**config.mk**
```make
export PLATFORM = sky130hd
export DESIGN_NAME = lzs_code_emit
export DESIGN_NICKNAME = d
export VERILOG_FILES = /design/src/rtl/lzs_pkg.sv /design/src/rtl/lzs_len_code.sv /design/src/rtl/lzs_code_emit.sv
export SDC_FILE = /design/constraint.sdc
export NUM_CORES = 1
export LEC_CHECK = 0
export BUFFER_PORTS_ARGS = -buffer_cell sky130_fd_sc_hd__buf_4
export CORE_AREA = 8 8 99 101
export CTS_BUF_LIST = sky130_fd_sc_hd__clkbuf_4
export CTS_CLUSTER_DIAMETER = 100
export DETAILED_ROUTE_END_ITERATION = 8
export DIE_AREA = 0 0 107 109
export PLACE_DENSITY = 0.78
export SLEW_MARGIN = 10
export SYNTH_ARGS = -nofsm -noshare
export SYNTH_HDL_FRONTEND = slang
export SYNTH_SLANG_ARGS = --single-unit
```
**constraint.sdc**
```tcl
create_clock -name clk -period 5 [get_ports clk]
set_input_delay 1 -clock clk [delete_from_list [all_inputs] [get_ports clk]]
set_output_delay 1 -clock clk [all_outputs]
set_load 0.02 [all_outputs]
```
**src/rtl/lzs_pkg.sv**
```systemverilog
// Shared definitions for the LZS encoder-side code emitter: FSM states,
// code field prefixes, length-field constants and field builder helpers.
package lzs_pkg;

    typedef enum logic [2:0] {
        S_IDLE = 3'd0,
        S_LIT  = 3'd1,
        S_OFF  = 3'd2,
        S_LEN  = 3'd3,
        S_EXT  = 3'd4,
        S_END  = 3'd5
    } state_t;

    localparam int CODE_W = 13;
    localparam int WID_W  = 4;

    localparam logic       LIT_PFX   = 1'b0;
    localparam logic [1:0] OFF7_PFX  = 2'b11;
    localparam logic [1:0] OFF11_PFX = 2'b10;
    localparam logic [8:0] END_CODE  = 9'b110000000;
    localparam int         OFF7_MAX  = 127;

    // Length field: short lengths 2..4 use a 2-bit code, 5..7 a 4-bit code,
    // 8 and above the escape nibble followed by extension nibbles of 15 each.
    localparam logic [3:0] LEN_ESC       = 4'b1111;
    localparam int         LEN_MID_MIN   = 5;
    localparam int         LEN_LONG_MIN  = 8;
    localparam int         LEN_EXT_STEP  = 15;

    // One MSB-aligned code field with its valid bit count.
    typedef struct packed {
        logic [CODE_W-1:0] data;
        logic [WID_W-1:0]  width;
    } code_t;

    function automatic code_t lit_code(input logic [7:0] lit);
        code_t c;
        c.data  = {LIT_PFX, lit, 4'b0000};
        c.width = 4'd9;
        return c;
    endfunction

    function automatic code_t off_code(input logic [10:0] off);
        code_t c;
        if (off <= 11'(OFF7_MAX)) begin
            c.data  = {OFF7_PFX, off[6:0], 4'b0000};
            c.width = 4'd9;
        end else begin
            c.data  = {OFF11_PFX, off};
            c.width = 4'd13;
        end
        return c;
    endfunction

    function automatic code_t end_code();
        code_t c;
        c.data  = {END_CODE, 4'b0000};
        c.width = 4'd9;
        return c;
    endfunction

    function automatic code_t nibble_code(input logic [3:0] v);
        code_t c;
        c.data  = {v, 9'b0};
        c.width = 4'd4;
        return c;
    endfunction

endpackage

```
**src/rtl/lzs_len_code.sv**
```systemverilog
// Combinational length encoder: maps a match length to its leading length
// field and, for long matches, the remainder left for extension nibbles.
module lzs_len_code
    import lzs_pkg::*;
#(
    parameter int LEN_W = 12
) (
    input  logic [LEN_W-1:0] i_len,
    output code_t            o_code,
    output logic             o_long,
    output logic [LEN_W-1:0] o_rem
);

    // Select the length field; lengths below 2 are illegal and coded as 2.
    always_comb begin
        o_code = '0;
        o_long = 1'b0;
        o_rem  = '0;
        if (i_len <= LEN_W'(2)) begin
            o_code.data  = {2'b00, 11'b0};
            o_code.width = 4'd2;
        end else if (i_len == LEN_W'(3)) begin
            o_code.data  = {2'b01, 11'b0};
            o_code.width = 4'd2;
        end else if (i_len == LEN_W'(4)) begin
            o_code.data  = {2'b10, 11'b0};
            o_code.width = 4'd2;
        end else if (i_len < LEN_W'(LEN_LONG_MIN)) begin
            o_code = nibble_code(4'd12 + 4'(i_len - LEN_W'(LEN_MID_MIN)));
        end else begin
            o_code = nibble_code(LEN_ESC);
            o_long = 1'b1;
            o_rem  = i_len - LEN_W'(LEN_LONG_MIN);
        end
    end

endmodule

```
**src/rtl/lzs_code_emit.sv**
```systemverilog
// LZS code emitter: accepts literal/match/end tokens and presents one
// MSB-aligned code field per beat to the bit packer, with a registered
// valid/ack output stage, extension-nibble counter and emitted-bit counter.
module lzs_code_emit
    import lzs_pkg::*;
#(
    parameter int LEN_W = 12,
    parameter int CNT_W = 32
) (
    input  logic              clk,
    input  logic              rst,
    input  logic              tok_valid,
    output logic              tok_ack,
    input  logic              tok_match,
    input  logic              tok_end,
    input  logic [7:0]        tok_lit,
    input  logic [10:0]       tok_off,
    input  logic [LEN_W-1:0]  tok_len,
    output logic [CODE_W-1:0] code_data,
    output logic [WID_W-1:0]  code_width,
    output logic              code_valid,
    input  logic              code_ack,
    output logic              done,
    output logic              tok_err,
    output logic [CNT_W-1:0]  bit_count
);

    state_t           r_state;
    code_t            r_code;
    logic             r_valid;
    logic             r_done;
    logic             r_err;
    logic [LEN_W-1:0] r_len;
    logic [LEN_W-1:0] r_rem;
    logic [CNT_W-1:0] r_bits;

    code_t            w_len_code;
    logic             w_len_long;
    logic [LEN_W-1:0] w_len_rem;
    logic             w_xfer;
    logic             w_ext_more;
    logic [LEN_W-1:0] w_rem_next;

    // Extension nibble for a remaining length: escape while 15 or more is left.
    function automatic code_t ext_code(input logic [LEN_W-1:0] rem);
        return nibble_code((rem >= LEN_W'(LEN_EXT_STEP)) ? LEN_ESC : rem[3:0]);
    endfunction

    lzs_len_code #(.LEN_W(LEN_W)) u_len_code (
        .i_len  (r_len),
        .o_code (w_len_code),
        .o_long (w_len_long),
        .o_rem  (w_len_rem)
    );

    assign w_xfer     = r_valid & code_ack;
    assign w_ext_more = (r_rem >= LEN_W'(LEN_EXT_STEP));
    assign w_rem_next = r_rem - LEN_W'(LEN_EXT_STEP);

    assign tok_ack    = (r_state == S_IDLE) & tok_valid & ~rst;
    assign code_data  = r_code.data;
    assign code_width = r_code.width;
    assign code_valid = r_valid;
    assign done       = r_done;
    assign tok_err    = r_err;
    assign bit_count  = r_bits;

    // Field sequencer: the register always holds the field being presented;
    // on each transfer the next field of the token is loaded without a bubble.
    always_ff @(posedge clk) begin
        if (rst) begin
            r_state <= S_IDLE;
            r_code  <= '0;
            r_valid <= 1'b0;
            r_done  <= 1'b0;
            r_err   <= 1'b0;
            r_len   <= '0;
            r_rem   <= '0;
            r_bits  <= '0;
        end else begin
            r_done <= 1'b0;
            if (w_xfer) begin
                r_bits <= r_bits + CNT_W'(r_code.width);
            end
            case (r_state)
                S_IDLE: begin
                    if (tok_valid) begin
                        r_len   <= tok_len;
                        r_valid <= 1'b1;
                        if (tok_end) begin
                            r_state <= S_END;
                            r_code  <= end_code();
                        end else if (tok_match) begin
                            r_state <= S_OFF;
                            r_code  <= off_code(tok_off);
                            if ((tok_off == 11'd0) || (tok_len < LEN_W'(2))) begin
                                r_err <= 1'b1;
                            end
                        end else begin
                            r_state <= S_LIT;
                            r_code  <= lit_code(tok_lit);
                        end
                    end
                end
                S_OFF: begin
                    if (w_xfer) begin
                        r_state <= S_LEN;
                        r_code  <= w_len_code;
                        r_rem   <= w_len_rem;
                    end
                end
                S_LEN: begin
                    if (w_xfer) begin
                        if (w_len_long) begin
                            r_state <= S_EXT;
                            r_code  <= ext_code(r_rem);
                        end else begin
                            r_state <= S_IDLE;
                            r_code  <= '0;
                            r_valid <= 1'b0;
                        end
                    end
                end
                S_EXT: begin
                    if (w_xfer) begin
                        if (w_ext_more) begin
                            r_rem  <= w_rem_next;
                            r_code <= ext_code(w_rem_next);
                        end else begin
                            r_state <= S_IDLE;
                            r_code  <= '0;
                            r_valid <= 1'b0;
                        end
                    end
                end
                S_LIT, S_END: begin
                    if (w_xfer) begin
                        r_done  <= (r_state == S_END);
                        r_state <= S_IDLE;
                        r_code  <= '0;
                        r_valid <= 1'b0;
                    end
                end
                default: begin
                    r_state <= S_IDLE;
                    r_code  <= '0;
                    r_valid <= 1'b0;
                end
            endcase
        end
    end

endmodule

```
* After elaboration in Yosys (flattened, before gate mapping)
Index checks and enable logic that the tools add are counted.
** Word-level totals
- Logic and storage cells :: 101
- Register bits :: 79
- Output and inout bits :: 53
** Operators by class
- $lt $le $gt $ge :: 6
- Muxes and demuxes :: 46
- Reduce and logical (&&, ||, !) cells :: 12
- Eq/ne operators :: 15
- Bitwise gates (word level) :: 8
- Add/subtract/negate cells :: 5
** Operators with widths (count)
- 17-bit two-way mux :: 13
- 17-bit one-hot mux with 5 select lines :: 1
- 12-bit two-way mux :: 7
- 32-bit by 4-bit adder with 32-bit output :: 1
- 12-bit by 4-bit greater-or-equal comparator with 1-bit output, second input constant :: 2
- 3-bit two-way mux :: 8
- 12-bit one-hot mux with 2 select lines :: 1
- 12-bit by 4-bit subtractor with 12-bit output, second input constant :: 2
- 16-bit two-way mux :: 1
- 2-bit inequality test, second input constant :: 8
- 3-bit one-hot mux with 5 select lines :: 1
- 12-bit by 2-bit equality test with 1-bit output, second input constant :: 1
- 12-bit by 3-bit equality test with 1-bit output, second input constant :: 1
- 12-bit by 2-bit <= comparator with 1-bit output, second input constant :: 1
- 12-bit by 2-bit < comparator with 1-bit output, second input constant :: 1
- 12-bit by 4-bit < comparator with 1-bit output, second input constant :: 1
- 11-bit by 7-bit <= comparator with 1-bit output, second input constant :: 1
- 11-bit logical NOT :: 1
- 1-bit two-way mux :: 10
- 5-bit AND reduction :: 2
- 4-bit two-way mux :: 2
- 7-bit AND reduction :: 1
- 3-bit by 2-bit equality test with 1-bit output, second input constant :: 2
- 3-bit equality test, second input constant :: 2
- other kinds (15) :: 21

* Depth between registers and ports, before layout
Gate-level depths: netlist (run 1).
- Depth after elaboration :: 8
- Mapped depth :: 10
- Mapped depth without buffers :: 9

* Modules after synthesis
A second synthesis (run 1) with hierarchy kept.
** Unflattened totals
- Cell total of the unflattened synthesis :: 629
- Area, all modules :: 4948.5 sq um
** By module, submodules not included
- lzs_code_emit :: area an instance 4466.8 sq um, times used 1, cells an instance 560, seq. area each 1581.5 sq um
- lzs_len_code :: area an instance 481.7 sq um, times used 1, cells an instance 69, seq. area each 0.0 sq um

* Worst setup path after synthesis (run 1)
OpenSTA, ideal clock, no wires.
- Path type :: in2out
- Start :: input port rst
- End :: output port tok_ack
- Setup slack :: 2.065 ns
- Arrival time :: 1.935 ns
- Data required time :: 4.000 ns
- Cell stages on the path :: 4
- Buffers on the path :: 3
- Cell sequence :: clkbuf_1 -> clkbuf_1 -> clkbuf_1 -> nor2_1
** On the way
- Cells in the longest elaborated chain, start to end :: 2
** Ends and longest elaborated chain
- start: declaration :: RTL line lzs_code_emit.sv:11 : input logic rst,
- 1-bit NOT :: RTL line lzs_code_emit.sv:60 : assign tok_ack = (r_state == S_IDLE) & tok_valid & ~rst;
- 1-bit AND :: RTL line lzs_code_emit.sv:60
- end: declaration :: RTL line lzs_code_emit.sv:13 : output logic tok_ack,
No other way between the ends.

* Worst setup path after layout (run 1)
- Start :: register r_state[2]
- End :: output port tok_ack
** On the way
- Cells in the longest elaborated chain, start to end :: 3
** Ends and longest elaborated chain
- start: declaration :: RTL line lzs_code_emit.sv:28 : state_t r_state;
- start signal: assignment :: RTL line lzs_code_emit.sv:72 : r_state <= S_IDLE;
- start signal: assignment :: RTL line lzs_code_emit.sv:91 : r_state <= S_END;
- start signal: assignment :: RTL line lzs_code_emit.sv:94 : r_state <= S_OFF;
- 3-bit logical NOT :: RTL line lzs_code_emit.sv:60
- 1-bit AND (2 in a row) :: RTL line lzs_code_emit.sv:60
No other way between the ends.

==> impl_metrics.json, run 1 <==
{
  "synthCells": 564,
  "grt-ovfl-total": 0,
  "cts_buffer_depth": 2,
  "rsz0062_at_grt": "no",
  "cp_data_required_time_ps": 4000,
  "postCtsHoldBufs": 0,
  "die_width_um": 107,
  "core-area_um2": 8380,
  "die_h_um": 109,
  "cts.sinks": 78,
  "power_frac_seq_pct": 39.7,
  "grt_pass1_wl_um": 20100,
  "postCtsSetupBuffers": 0,
  "cts_buffers": 9,
  "nets": 686,
  "finalHoldViolations": 0,
  "antenna_found_initial": 0,
  "place.gp.congestion": 0.916,
  "diodes": 0,
  "final_cell_mix": "buf_4 (92), nor2_1 (78), dfxtp_1 (78)",
  "whs_path_depth": 2,
  "ys_ff_latch": 78,
  "crit_slowest_cell": "dfxtp_1",
  "crit_path_end_kind": "output port",
  "clk_pin_slew_ps": 130,
  "fin_crit_ps": 3090,
  "tritoncts": "built",
  "cts-htree-levels": 3,
  "syn2layout_area_growth_pct": 20.0,
  "critPathKind": "flip-flop to output port",
  "start_kind": "flip-flop",
  "power_density_nw_per_um2": 368,
  "critPathMaxFanout": 16,
  "crit_path_cell_trace": "nor3_1, nand2_1, nor2_1, buf_4",
  "die-area_um2": 11700,
  "timing.rr.start": "code_width[0]",
  "r2r-end": "bit_count[24]",
  "wl_um": 12300,
  "port_buffers": 89,
  "relSlewSlack_pct": 19.1,
  "grt_usage_pct": 21.1,
  "synth_ff_type": "dfxtp_1",
  "synth_cell_type_count": 61,
  "final_common_cell": "buf_4",
  "fmax_mhz": 324,
  "ys_seq_area_share_pct": 35.8,
  "ir_worst_vdd_uv": 220,
  "fin_tns_setup_ps": 0,
  "postLayoutCoreUtil_pct": 62.5,
  "post-route-period-util_pct": 61.7,
  "grt_pass1_vias": 4247,
  "wl_per_cell_um": 16.4,
  "cts_resized": 0,
  "std_cell_rows": 34,
  "drc_errors": 0,
  "pwr-share-comb_pct": 36.7,
  "switchingPower_uw": 772,
  "worstHoldEndpoint": "code_data[7]",
  "vias": 4347,
  "hold_start": "code_data[7]",
  "synth_edf_count": 0,
  "cp_slowest_stage_delay_ps": 490,
  "worst_pin_slew_ps": 1210,
  "start_util_pct": 52.1,
  "insertion_delay_ps": 430,
  "swShare_pct": 40.0,
  "antenna_left": 0,
  "place_inst": 734,
  "cap_violations": 0,
  "nFillCells": 753,
  "pwr-share-clk_pct": 23.5,
  "drtPass1Iterations": 6,
  "timing.hold.worst.class": "flip-flop to flip-flop",
  "rrSetupSlack_ps": 2330,
  "layout.cells.non_filler": 750,
  "power_leakage_uw": 0.00205,
  "boundaryPins": 90,
  "skew_ps": 14.7,
  "crit_arrival_ps": 2090,
  "synth_nets": 613,
  "synth_area_um2": 4370,
  "hpwl_um": 9150,
  "drive_gt1_share_pct": 20.1,
  "grt_max_degree": 79,
  "critical-path-top-delay-family": "simple AND/OR/NAND/NOR gates",
  "synthArstFlopShare_pct": 0,
  "drt_iter0_drc": 197,
  "reg2reg_depth": 9,
  "avgSynthCellArea_um2": 7.74,
  "synth_warnings": 0,
  "cp.buffers_inverters": 1,
  "p_int_uw": 1160,
  "drv_slew": 0,
  "setup_viol": 0,
  "root_buffer": "clkbuf_4",
  "run_status": "finished, final reports clean",
  "vias_per_cell": 5.80
}
==> power groups by stage <==
stage                     logic (uW)  registers [uW]  clock network [uW]
after CTS                        700             765                 464
after global routing             778             775                 489
after detailed placement         696             777                   0
final                            709             767                 454
after floorplan                  492             771                   0
after global placement           682             774                   0
==> per-layer routing <==
metal	vias up	global-route usage, %	routed length (um)
met5	-	0	0
met4	0	7.04	235
met3	23	5.97	817
met2	137	36.6	6160
met1	2033	24.5	5070
li1	2154	-	-
==> cell type report <==
type,count,area (um^2),area share [%]
Timing Repair Buffer,92,691,13.2
Clock inverter,7,103,1.96
Clock buffer,9,67.6,1.29
Sequential cell,78,1560,29.8
Multi-Input combinational cell,443,2630,50.3
Inverter,13,48.8,0.931
Tap cell,108,135,2.58
==> per-stage QoR <==
step / power, uW / hold WS (ps) / setup WS, ps / cell area [um^2]
floorplan: 1260 / 461 / 2070 / 4370
global placement: 1460 / 446 / 2190 / 5070
detailed placement: 1470 / 450 / 2110 / 5070
CTS: 1930 / 468 / 1920 / 5240
global route: 2040 / 478 / 1710 / 5240
finish: 1930 / 467 / 1910 / 5240
==> cell usage after synthesis (7+ instances only) <==
cell type | number | area share (%)
a211oi_1 | 8 | 1.4
a21oi_1 | 55 | 6.3
a22oi_1 | 11 | 1.9
and3_1 | 8 | 1.1
clkbuf_1 | 23 | 2.0
dfxtp_1 | 78 | 36
ha_1 | 11 | 3.2
inv_1 | 13 | 1.1
nand2_1 | 66 | 5.7
nand3_1 | 14 | 1.6
nand4_1 | 7 | 1.0
nor2_1 | 78 | 6.7
nor3_1 | 22 | 2.5
nor4_1 | 12 | 1.7
o21ai_0 | 27 | 3.1
xnor2_1 | 25 | 5.0
xor2_1 | 12 | 2.4
==> tightest hold or removal path, stage by stage, from the launching register on <==
cell,delay (ps)
dfxtp_1,330
nand2_1,50
a21oi_1,50
==> kinds of logic after synthesis <==
| logic type | Yosys count | synth area share [%] |
|---|---|---|
| adder cells (fa/ha/maj) | 12 | 3.61 |
| AND/OR/NAND/NOR | 249 | 27.5 |
| buffers and inverters | 43 | 4.10 |
| AO/OA/AOI/OAI | 138 | 19.9 |
| multiplexers | 7 | 1.69 |
| XOR/XNOR | 37 | 7.42 |
| flip-flops | 78 | 35.8 |
==> registers in the layout, summed over array words and instances, names as in the netlist <==
name and count:
r_len 12, tok_err 1, code_width 3, r_rem 12
r_state 3, code_valid 1, code_data 13, bit_count 32
done 1
==> worst max-delay path by stage <==
stage,from,depth (start not counted),endpoint
CTS,r_state[2],4,tok_ack
global route,r_state[2],4,tok_ack
detailed placement,code_ack,7,r_state[0]
floorplan,rst,4,tok_ack
global placement,code_ack,7,r_state[0]
finish,r_state[2],4,tok_ack
(Power assumes the default switching activity.)
==> run 2: changes to the inputs <==
Settings changed: ABC_AREA set to 1, CORE_AREA 8 8 99 101 to 8 8 101 103, DIE_AREA 0 0 107 109 to 0 0 109 111, PLACE_DENSITY 0.78 to 0.79.
Clock period 5 ns to 3.2 ns, I/O delays scaled along.
==> impl_metrics.json, run 2 <==
{
  "ys_seq_area_share_pct": 33.7,
  "synthArstFlopShare_pct": 0,
  "port_buffers": 89,
  "insertion_delay_ps": 420,
  "avgSynthCellArea_um2": 6.92,
  "cts_buffer_depth": 2,
  "root_buffer": "clkbuf_4",
  "drive_gt1_share_pct": 22.3,
  "boundaryPins": 90,
  "cts.sinks": 78,
  "setup_viol": 0,
  "fin_tns_setup_ps": 0,
  "cts_buffers": 9,
  "worst_pin_slew_ps": 606,
  "nFillCells": 783,
  "run_status": "finished, final reports clean",
  "hold_slack_ps": 457,
  "drv_slew": 0,
  "start_kind": "flip-flop",
  "synth_ff_type": "dfxtp_1",
  "preCtsSetupSlack_ps": 903,
  "cap_violations": 0,
  "placed_area_um2": 5370,
  "synth_area_um2": 4640,
  "fmax_mhz": 364,
  "vias_per_cell": 5.41,
  "ir_worst_vdd_uv": 299,
  "yosysMostFrequentCell": "nand2_1",
  "start_util_pct": 54.3,
  "diodes": 0,
  "whs_path_depth": 3,
  "reg2reg_depth": 15,
  "power_leakage_uw": 0.00244,
  "synth_area_leader_cell": "dfxtp_1",
  "nets": 805,
  "grt_max_degree": 37,
  "fin_ws_ps": 453,
  "postCtsSetupBuffers": 0,
  "drtPass1Iterations": 5,
  "place.gp.congestion": 0.880,
  "tritoncts": "built",
  "rsz0062_at_grt": "no",
  "relSlewSlack_pct": 59.5,
  "wl_um": 12500,
  "die_h_um": 111,
  "grt_usage_pct": 20.9,
  "cp_data_required_time_ps": 2560,
  "ys_top_cells_by_area": "dfxtp_1 (34%), nand2_1 (11%), a21oi_1 (7.8%), inv_1 (6.0%), nor2_1 (5.3%)",
  "post-route-period-util_pct": 85.8,
  "final_area_um2": 5520,
  "hold_start": "tok_len[9]",
  "ys_ff_latch": 78,
  "clk_pin_slew_ps": 130,
  "crit_path_end_kind": "output port",
  "fin_crit_ps": 2750,
  "skew_ps": 16.5,
  "rrSetupSlack_ps": 850,
  "vias": 4701,
  "core-area_um2": 8550,
  "synth_warnings": 0,
  "post-synth-top-area-fraction_pct": 33.7,
  "finalHoldViolations": 0,
  "wl_per_cell_um": 14.4,
  "final_cell_mix": "nand2_1 (135), buf_4 (91), dfxtp_1 (78)",
  "syn2layout_area_growth_pct": 18.9,
  "power_density_nw_per_um2": 574,
  "largest_reg_flops": 32,
  "crit_arrival_ps": 2110,
  "die_width_um": 109,
  "std_cell_rows": 34,
  "cts-htree-levels": 3,
  "grt-ovfl-total": 0,
  "synthTopCellsByCount": "nand2_1 (135), dfxtp_1 (78), inv_1 (74)",
  "worstHoldEndpoint": "r_len[9]",
  "cts_resized": 0,
  "critPathMaxFanout": 26,
  "antenna_left": 0,
  "drc_errors": 0,
  "timing.hold.worst.class": "input pin to flip-flop",
  "die-area_um2": 12100,
  "timing.rr.start": "code_width[0]",
  "multi_input_area_um2": 2660,
  "grt_pass1_wl_um": 20900,
  "r2r-end": "bit_count[28]",
  "drt_iter0_drc": 295,
  "synth_nets": 719,
  "postCtsHoldBufs": 0,
  "synth_cell_type_count": 52,
  "antenna_found_initial": 0,
  "hpwl_um": 9810,
  "final_common_cell": "nand2_1",
  "seqCellArea_um2": 1560,
  "critPathKind": "flip-flop to output port",
  "synth_edf_count": 0,
  "grt_pass1_vias": 4592,
  "synthCells": 670
}
## run 2: changes by cell type in the layout (fill, tap and decap cells not counted), moves of 10 or more
cell | before | now
a21oi_1 | 55 | 72
a22oi_1 | 11 | 0
inv_1 | 13 | 74
inv_2 | 0 | 10
nand2_1 | 66 | 135
nand2_2 | 0 | 10
nand3_1 | 14 | 33
nor2_1 | 78 | 65
nor2_2 | 1 | 16
o21ai_0 | 27 | 46
xnor2_1 | 25 | 2
## run 2: cell type report
class,count,area share (%)
multi-input cells,490,48.2
flip-flops and latches,78,28.3
repair buffers,91,12.4
inverters,86,5.90
well taps,108,2.45
clock inverters,6,1.38
clock buffers,10,1.36
## run 2: per-layer routing
| metal | vias to the layer above | wire length, um | track usage (%) |
|---|---|---|---|
| met2 | 145 | 6130 | 35.2 |
| met5 | - | 0 | 0 |
| met1 | 2169 | 5350 | 25.2 |
| li1 | 2369 | - | - |
| met3 | 18 | 846 | 4.59 |
| met4 | 0 | 221 | 7.40 |
## run 2: how the worst max path moves through the flow
stage	start	end	slack (ps)	cells past startpoint
after global routing	r_state[0]	tok_ack	300	8
after floorplan	code_width[0]	bit_count[28]	970	15
after detailed placement	code_width[0]	bit_count[26]	900	13
final	r_state[0]	tok_ack	450	8
after global placement	tok_valid	tok_ack	970	6
after CTS	r_state[0]	tok_ack	470	8
## run 2: logic make-up (layout without fill, tap and decap cells)
| logic type | Yosys count | count (layout) | share of synthesized area (%) |
|---|---|---|---|
| simple gates | 314 | 314 | 33.5 |
| fa+ha+maj | 12 | 12 | 3.40 |
| compound gates | 148 | 148 | 17.4 |
| buf+inv | 102 | 193 | 8.98 |
| flops | 78 | 78 | 33.7 |
| xor+xnor | 16 | 16 | 3.02 |
## run 2: stage by stage
| stage | total power, uW | util (%) | std cells |
|---|---|---|---|
| after floorplan | 2190 | - | 670 |
| after global placement | 2500 | 62.8 | 853 |
| after detailed placement | 2520 | 62.8 | 853 |
| after CTS | 3180 | 64.5 | 869 |
| after global routing | 3390 | 64.5 | 869 |
| final | 3170 | 64.5 | 869 |
## run 2: critical path: stages, from the launching register on
cell and delay [ps]:
dfxtp_1 360, nor2_1 120, inv_2 80, nor2_2 200, inv_2 100, nor2_4 200, inv_2 210, nor2_1 240
buf_4 190
## run 2: where the power goes
group / internal (uW) / switching (uW) / total [uW]
Combinational: 450 / 861 / 1310
Sequential: 1090 / 113 / 1200
Clock: 318 / 335 / 653
Total: 1860 / 1310 / 3170
==> run 3: changes to the inputs <==
Settings changed: MAX_ROUTING_LAYER set to met4.
==> impl_metrics.json, run 3 (synthesis gave the netlist of run 2 again) <==
{
  "run_status": "finished, final reports clean",
  "nFillCells": 783,
  "post-route-period-util_pct": 86.2,
  "nets": 805,
  "rsz0062_at_grt": "no",
  "fmax_mhz": 363,
  "tritoncts": "built",
  "drv_slew": 0,
  "fin_crit_ps": 2760,
  "insertion_delay_ps": 420,
  "hpwl_um": 9810,
  "power_density_nw_per_um2": 575,
  "postCtsSetupBuffers": 0,
  "skew_ps": 15.6,
  "die_width_um": 109,
  "finalHoldViolations": 0,
  "cp_data_required_time_ps": 2560,
  "drc_errors": 0,
  "relSlewSlack_pct": 59.4,
  "critPathKind": "flip-flop to output port",
  "grt_pass1_vias": 4590,
  "diodes": 0,
  "cts.sinks": 78,
  "grt-ovfl-total": 0,
  "die_h_um": 111,
  "ir_worst_vdd_uv": 299,
  "start_util_pct": 54.3,
  "die-area_um2": 12100,
  "power_leakage_uw": 0.00244,
  "drtPass1Iterations": 5,
  "largest_reg_flops": 32,
  "place.gp.congestion": 0.895,
  "antenna_left": 0,
  "wl_per_cell_um": 14.5,
  "fin_tns_setup_ps": 0,
  "wl_um": 12600,
  "postCtsHoldBufs": 0,
  "seqCellArea_um2": 1560,
  "cts_buffer_depth": 2,
  "port_buffers": 89,
  "final_common_cell": "nand2_1",
  "grt_max_degree": 37,
  "std_cell_rows": 34,
  "boundaryPins": 90,
  "setup_viol": 0,
  "worst_pin_slew_ps": 606,
  "critPathMaxFanout": 26,
  "cts_buffers": 9,
  "cts_resized": 0,
  "drive_gt1_share_pct": 22.3,
  "multi_input_area_um2": 2660,
  "grt_usage_pct": 21.5,
  "crit_arrival_ps": 2120,
  "antenna_found_initial": 0,
  "syn2layout_area_growth_pct": 18.9,
  "final_cell_mix": "nand2_1 (135), buf_4 (91), dfxtp_1 (78)",
  "cap_violations": 0,
  "core-area_um2": 8550,
  "vias": 4695,
  "power.total_uw": 3170,
  "grt_pass1_wl_um": 20900,
  "drt_iter0_drc": 275,
  "start_kind": "flip-flop",
  "crit_path_end_kind": "output port",
  "timing.hold.worst.class": "input pin to flip-flop",
  "cts-htree-levels": 3,
  "vias_per_cell": 5.40,
  "root_buffer": "clkbuf_4",
  "clk_pin_slew_ps": 130
}
## run 3: power by group
part / total, uW / internal (uW) / switching [uW]
sequential: 1210 / 1090 / 114
clock: 656 / 317 / 338
combinational: 1310 / 450 / 863
## run 3: final timing paths
path / cells past startpoint / slack, ps / startpoint / to
worst max-delay path: 8 / 440 / r_state[2] / tok_ack
worst min-delay path: 3 / 450 / tok_len[9] / r_len[9]
worst max register to register: 15 / 860 / code_width[0] / bit_count[28]
worst min register to register: 2 / 470 / tok_err / tok_err
## run 3: critical path, cell delays in order (launching register included)
cell and delay [ps]:
dfxtp_1 360, nor2_1 130, inv_2 80, nor2_2 190
inv_2 90, nor2_4 200, inv_2 220, nor2_1 240
buf_4 190
## run 3: layout make-up
cell class                 count  share of cell area (%)
timing repair buffer          91                    12.4
clock buffer                  10                    1.36
multi-input combinational    490                    48.2
inverter                      86                    5.90
clock inverter                 6                    1.38
sequential                    78                    28.3
tap                          108                    2.45
## run 3: metal layers
layer	share of wire (%)	track usage [%]	up-vias
met5	0	-	-
met4	1.8	7.40	0
met3	6.3	3.90	19
met2	48	35.2	146
met1	44	25.6	2159
li1	-	-	2371
## run 3: per-stage QoR
stage               util, %  cells  hold slack (ps)  instance area [um^2]  setup WS, ps
floorplan                 -    670              448                  4640           966
global placement       62.8    853              446                  5370           975
detailed placement     62.8    853              455                  5370           903
CTS                    64.5    869              443                  5520           474
global route           64.5    869              455                  5520           299
finish                 64.5    869              448                  5520           442
